[config.mk]
export PLATFORM = sky130hd
export DESIGN_NAME = noise_mix_dac
export DESIGN_NICKNAME = d
export VERILOG_FILES = /design/src/rtl/noise_mix_dac.sv
export SDC_FILE = /design/constraint.sdc
export NUM_CORES = 1
export LEC_CHECK = 0
export BUFFER_PORTS_ARGS = -buffer_cell sky130_fd_sc_hd__buf_2
export CAP_MARGIN = 20
export CORE_ASPECT_RATIO = 0.8
export CORE_MARGIN = 2
export CORE_UTILIZATION = 69
export CTS_BUF_LIST = sky130_fd_sc_hd__clkbuf_2 sky130_fd_sc_hd__clkbuf_4 sky130_fd_sc_hd__clkbuf_8
export DETAILED_ROUTE_END_ITERATION = 10
export GPL_TIMING_DRIVEN = 0
export PLACE_DENSITY = 0.89
export SYNTH_ARGS = -nofsm -noshare
export SYNTH_HDL_FRONTEND = slang
export SYNTH_SLANG_ARGS = --single-unit
export TNS_END_PERCENT = 50
[constraint.sdc]
create_clock -name clk -period 12.67 [get_ports clk]
set_clock_uncertainty 0.05 [all_clocks]
set_input_delay 1.9005 -clock clk [delete_from_list [all_inputs] [get_ports clk]]
set_output_delay 1.9005 -clock clk [all_outputs]
set_load 0.03 [all_outputs]
[src/rtl/noise_mix_dac.sv]
// PN-noise + signal mixer: packs PN bits into a signed word, scales by amp, adds the
// antipodal signal level, clips to DW bits and ships each sample as a 16-bit SPI frame.
module noise_mix_dac #(
  parameter int          NW      = 8,
  parameter int          DW      = 10,
  parameter int          SPI_DIV = 4,
  parameter logic [3:0]  CTRL    = 4'hC
) (
  input  logic          clk,
  input  logic          rst,
  input  logic          noise_in,
  input  logic          sig_in,
  input  logic [DW-2:0] sig_lvl,
  input  logic [3:0]    amp,
  input  logic          sample_tick,
  output logic [DW-1:0] sample_out,
  output logic          sample_valid,
  output logic          busy,
  output logic          overrun,
  output logic          cs_n,
  output logic          sclk,
  output logic          dout
);
  localparam int SW = DW + NW + 6;
  localparam int CW = $clog2(SPI_DIV);
  localparam logic signed [SW-1:0] MID  = SW'(2**(DW-1));
  localparam logic signed [SW-1:0] MAXV = SW'(2**DW - 1);

  typedef enum logic [1:0] {IDLE, SHIFT, GAP} state_t;

  state_t          state_q, state_d;
  logic [NW-1:0]   nreg_q, nreg_d;
  logic [DW-1:0]   sample_q, sample_d;
  logic            valid_q, valid_d, overrun_q, overrun_d;
  logic            cs_n_q, cs_n_d, sclk_q, sclk_d, dout_q, dout_d;
  logic [15:0]     frame_q, frame_d, frame_new;
  logic [CW-1:0]   div_cnt_q, div_cnt_d;
  logic [4:0]      tog_cnt_q, tog_cnt_d;
  logic signed [SW-1:0] n_s, lvl_s, sum_s;
  logic [DW-1:0]   samp_c;
  logic            div_wrap, last_tog;

  always_ff @(posedge clk or posedge rst) begin
    if (rst) begin
      state_q   <= IDLE;
      nreg_q    <= '0;
      sample_q  <= '0;
      valid_q   <= 1'b0;
      overrun_q <= 1'b0;
      cs_n_q    <= 1'b1;
      sclk_q    <= 1'b0;
      dout_q    <= 1'b0;
      frame_q   <= '0;
      div_cnt_q <= '0;
      tog_cnt_q <= '0;
    end else begin
      state_q   <= state_d;
      nreg_q    <= nreg_d;
      sample_q  <= sample_d;
      valid_q   <= valid_d;
      overrun_q <= overrun_d;
      cs_n_q    <= cs_n_d;
      sclk_q    <= sclk_d;
      dout_q    <= dout_d;
      frame_q   <= frame_d;
      div_cnt_q <= div_cnt_d;
      tog_cnt_q <= tog_cnt_d;
    end
  end

  // Sign-extend the PN history, scale, add the antipodal level around mid-scale, clip.
  always_comb begin
    n_s   = $signed({{(SW-NW){nreg_q[NW-1]}}, nreg_q}) * $signed({{(SW-4){1'b0}}, amp});
    lvl_s = $signed({{(SW-DW+1){1'b0}}, sig_lvl});
    sum_s = MID + (sig_in ? lvl_s : -lvl_s) + n_s;
    if (sum_s < 0)         samp_c = '0;
    else if (sum_s > MAXV) samp_c = '1;
    else                   samp_c = sum_s[DW-1:0];
    frame_new = 16'({CTRL, samp_c}) << (12 - DW);
  end

  assign div_wrap = (div_cnt_q == CW'(SPI_DIV - 1));
  assign last_tog = div_wrap && sclk_q && (tog_cnt_q == 5'd31);

  always_comb begin
    state_d = state_q;
    case (state_q)
      IDLE:    if (sample_tick) state_d = SHIFT;
      SHIFT:   if (last_tog)    state_d = GAP;
      GAP:     if (div_wrap)    state_d = IDLE;
      default: state_d = IDLE;
    endcase
  end

  always_comb begin
    nreg_d    = {nreg_q[NW-2:0], noise_in};
    sample_d  = sample_q;
    valid_d   = 1'b0;
    overrun_d = overrun_q | (sample_tick && (state_q != IDLE));
    cs_n_d    = cs_n_q;
    sclk_d    = sclk_q;
    dout_d    = dout_q;
    frame_d   = frame_q;
    div_cnt_d = div_wrap ? '0 : div_cnt_q + 1'b1;
    tog_cnt_d = tog_cnt_q;
    case (state_q)
      IDLE: begin
        div_cnt_d = '0;
        tog_cnt_d = '0;
        cs_n_d    = 1'b1;
        sclk_d    = 1'b0;
        dout_d    = 1'b0;
        if (sample_tick) begin
          sample_d = samp_c;
          valid_d  = 1'b1;
          frame_d  = frame_new;
          dout_d   = frame_new[15];
          cs_n_d   = 1'b0;
        end
      end
      SHIFT: if (div_wrap) begin
        sclk_d    = ~sclk_q;
        tog_cnt_d = tog_cnt_q + 5'd1;
        if (last_tog) begin
          cs_n_d = 1'b1;
          dout_d = 1'b0;
        end else if (sclk_q) begin
          // falling edge: present the next bit so it is stable around the rising edge
          frame_d = frame_q << 1;
          dout_d  = frame_q[14];
        end
      end
      default: ;
    endcase
  end

  always_comb begin
    busy         = (state_q != IDLE);
    sample_out   = sample_q;
    sample_valid = valid_q;
    overrun      = overrun_q;
    cs_n         = cs_n_q;
    sclk         = sclk_q;
    dout         = dout_q;
  end
endmodule

==> summary.md <==
| Metric | Value |
|---|---|
| Status | finished, final reports clean |
| Critical Path Sink Type | flip-flop |
| CP peak stage delay | 0.58 ns |
| Seq cells post-synth | between 40 and 50 |
| Clk buf depth | 2 |
| Vias post-DR | 4,666 |
| Hold Path Stages | 0 |
| Critical-path cell list | buf_2 -> nor3_1 -> nand2_1 -> nor3_1 -> ha_1 -> mux2_2 -> fa_1 -> fa_1 -> fa_1 -> inv_1 -> fa_1 -> inv_1 -> ha_1 -> a21o_1 -> nand2b_4 -> o21a_1 -> a2111oi_0 -> a311oi_2 -> buf_4 -> a211oi_1 -> a32oi_1 |
| DRC violations left | 0 |
| Cell Area, Synth | about 5300 um^2 |
| Max_cap viols | 0 |
| Die width | 102 um |
| Area delta synth->final | 7.76% |
| Worst R2R Setup Slack | roughly 6.9 ns |
| Clock sinks | 45 |
| Rel. slew slack | 61.5% |
| GRT Total Usage | 35.1% |
| Share of cells above drive strength 1 | 9.70% |
| Nets | between 700 and 800 |
| Inserted Diodes | 0 |
| Core ar. | approximately 7400 um^2 |
| Port bufs | 33 |
| R2R depth | 17 |
| R2r endpoint | sample_out[6] |
| Area leader, netlist | dfrtp_1 |
| Slew @ Worst Pin | approximately 0.56 ns |
| Worst skew pair latency | 0.30 ns |
| Place WS | 5.00 ns |
| Number of setup violations in the final report | 0 |
| Ranking of synthesized cells by area | dfrtp_1, fa_1, ha_1 |
| Drt first pass iters | 5 |
| Setup TNS | 0 ns |
| First-pass GRT wire length | about 22,000 um |
| Net Switching | between 0.5 and 0.6 mW |
| Worst Setup SP | sig_lvl[5] |
| Max-slew violations | 0 |
| Hold-fix buffers, CTS | 0 |
| Vias per cell | 6.27 |
| Cell Pwr Density | 175 nW/um^2 |
| Period Utilization, post-route | around 59% |
| Worst Hold Path EP | nreg_q[5] |
| Most frequent CP cell | fa_1 |
| Antenna violations before repair | 0 |
| Starting Density | 71.1% |
| Synth Warn # | 0 |
| Final Hold Viols | 0 |
| Maximum VDD drop | ~0.00015 V |
| Post-CTS Setup Bufs | 0 |
| DRT antenna net count | 0 |
| Share of the synthesized area in the top cell type | 20.9% |
| Setup ws final | 5.21 ns |
| Sequential Power Share | about 15% |
| Worst Hold Class | reg2reg |
| I/O pin total | 34 |
| Number of global-route vias before repair | about 4,600 |
| Total grt overflow | 0 |
| Die Ht | 82.1 um |
| Max Fanout on Critical Path | 10 |
| H-tree depth | 2 |
| RSZ-0062 raised after global routing | false |
| Post-synth EDFFs | 0 |
| P_int | 0.476 mW |
| Total routed wirelength | between 10,000 and 15,000 um |
| 1st-iter DRT viols | 345 |
| CTS resizes | 0 |
| Number of cell rows | 28 |
| Largest net degree at the start of global routing | 27 |
| Setup Crit Path Kind | in2reg |
| CTS Buf Count | 5 |
| Asr flop ratio synth | 100% |
| Worst EP arrival | 7.60 ns |
| Clk pwr share | under 10% |
| Final GP Congestion | ~0.94 |
| Hold Startpoint | nreg_q[4] |
| CP max-delay cell | a2111oi_0 |
| CTS root buf | clkbuf_8 |
| Type of origin of the critical path | primary input |
| Die area | about 8300 um^2 |
| Filler instances | 523 |
| Final min period | 7.46 ns |
| Detailed-route wire length per cell | 18.3 um |
| Leakage | between 2 and 3 nW |
| CTS tree | built |
| Origin of the critical flop-to-flop path | nreg_q[7] |
| Synthesized net count | 721 |
| Comb power frac | 75.9% |
| Max Clk Rate | ~130 MHz |
| Post-synthesis sequential area ratio | 21.4% |
| DP Wirelength | ~11,000 um |
| Cells after Synth | 597 |
| CP Data Required Time | 12.80 ns |
| Top_reg_cell synth | dfrtp_1 |
| Clock transition at path regs | 0.09 ns |
| Net Sw Frac | 52.1% |
| Syn avg cell area | around 9 um^2 |
| Synth unique cells | 57 |
-- cell families (layout without fill, tap and decap cells) --
family,after synthesis,count (layout),synth area share [%]
AO/OA/AOI/OAI,145,145,18.6
XOR/XNOR,13,13,2.17
adder cells (fa/ha/maj),106,106,31.4
buffers and inverters,90,132,6.62
flip-flops,45,45,21.4
multiplexers,7,7,1.43
AND/OR/NAND/NOR,191,191,18.4
-- per-stage QoR --
stage               util, %  instance area, um^2  power, mW  hold slack (ns)  instances
CTS                    76.6                 5670      0.977            0.397        744
floorplan                 -                 5260      0.699            0.335        597
global route           76.6                 5670       1.08            0.417        744
detailed placement     75.4                 5570      0.878            0.375        736
global placement       75.1                 5550      0.843            0.362        735
finish                 76.6                 5670      0.993            0.400        744
-- cell type report --
cell class	count	area [um^2]	area share, %
well taps	105	131	2.32
flip-flops and latches	45	1130	19.9
clock buffers	6	76.3	1.35
inverters	67	251	4.44
plain buffers	23	96.3	1.70
clock inverters	2	15.0	0.265
multi-input cells	462	3780	66.8
repair buffers	34	185	3.27
-- power by group through the flow --
stage / combinational, mW / sequential (mW) / clock, mW
finish: 0.754 / 0.146 / 0.0930
global placement: 0.694 / 0.149 / 0
detailed placement: 0.729 / 0.149 / 0
CTS: 0.736 / 0.146 / 0.0940
global route: 0.832 / 0.147 / 0.0997
floorplan: 0.550 / 0.149 / 0
-- metal layers --
layer	track usage, %	up-vias	wire length [um]
met3	6.21	32	1010
li1	-	2162	-
met1	48.5	2261	5860
met2	56.1	211	6290
met5	0	-	0
met4	11.8	0	431
-- state kept, by name (all words and copies together), names as in the netlist --
name          count
frame_q          13
sample_out       10
nreg_q            8
tog_cnt_q         5
div_cnt_q         2
state_q           2
cs_n              1
dout              1
overrun           1
sample_valid      1
sclk              1
-- cell usage in the layout, fill, tap and decap left out, types with 6 or more instances in the layout --
master	netlist	final
buf_2	5	38
dfrtp_1	44	44
nand2_1	58	58
xnor2_1	7	7
o211ai_1	7	7
a31oi_1	24	24
a21o_1	9	9
nor2b_1	8	8
nor3b_1	8	8
a211oi_1	7	7
nor3_1	21	21
and2_1	26	26
o21ai_0	13	13
nor2_1	34	34
fa_1	43	43
a21oi_1	38	38
xor2_1	6	6
nand2b_1	14	14
clkbuf_1	17	17
a32oi_1	10	10
ha_1	63	63
inv_1	67	66
-- critical path: cells and delay by family --
kind                       cells  cell delay [ns]
muxes                          1             0.28
and+or+nand+nor                4             0.76
adders and majority gates      6             2.55
AOI/OAI and AO/OA              6             1.57
buffers and inverters          4             0.51
-- how the worst max path moves through the flow --
stage | cells after the start | to
after global routing | 21 | sample_out[3]
after global placement | 21 | sample_out[2]
after detailed placement | 21 | sample_out[3]
final | 21 | sample_out[6]
after CTS | 21 | sample_out[3]
after floorplan | 20 | sample_out[0]
-- synth_stat cells, drive strengths merged (7+ instances only) --
cell type  number
a211oi          8
a21o            9
a21oi          39
a31oi          24
a32oi          10
and2           26
clkbuf         17
dfrtp          44
fa             43
ha             63
inv            67
nand2          58
nand2b         15
nor2           34
nor2b           8
nor3           21
nor3b           8
o211ai          7
o21ai          18
xnor2           7
Power figures use the tool's default switching activity.
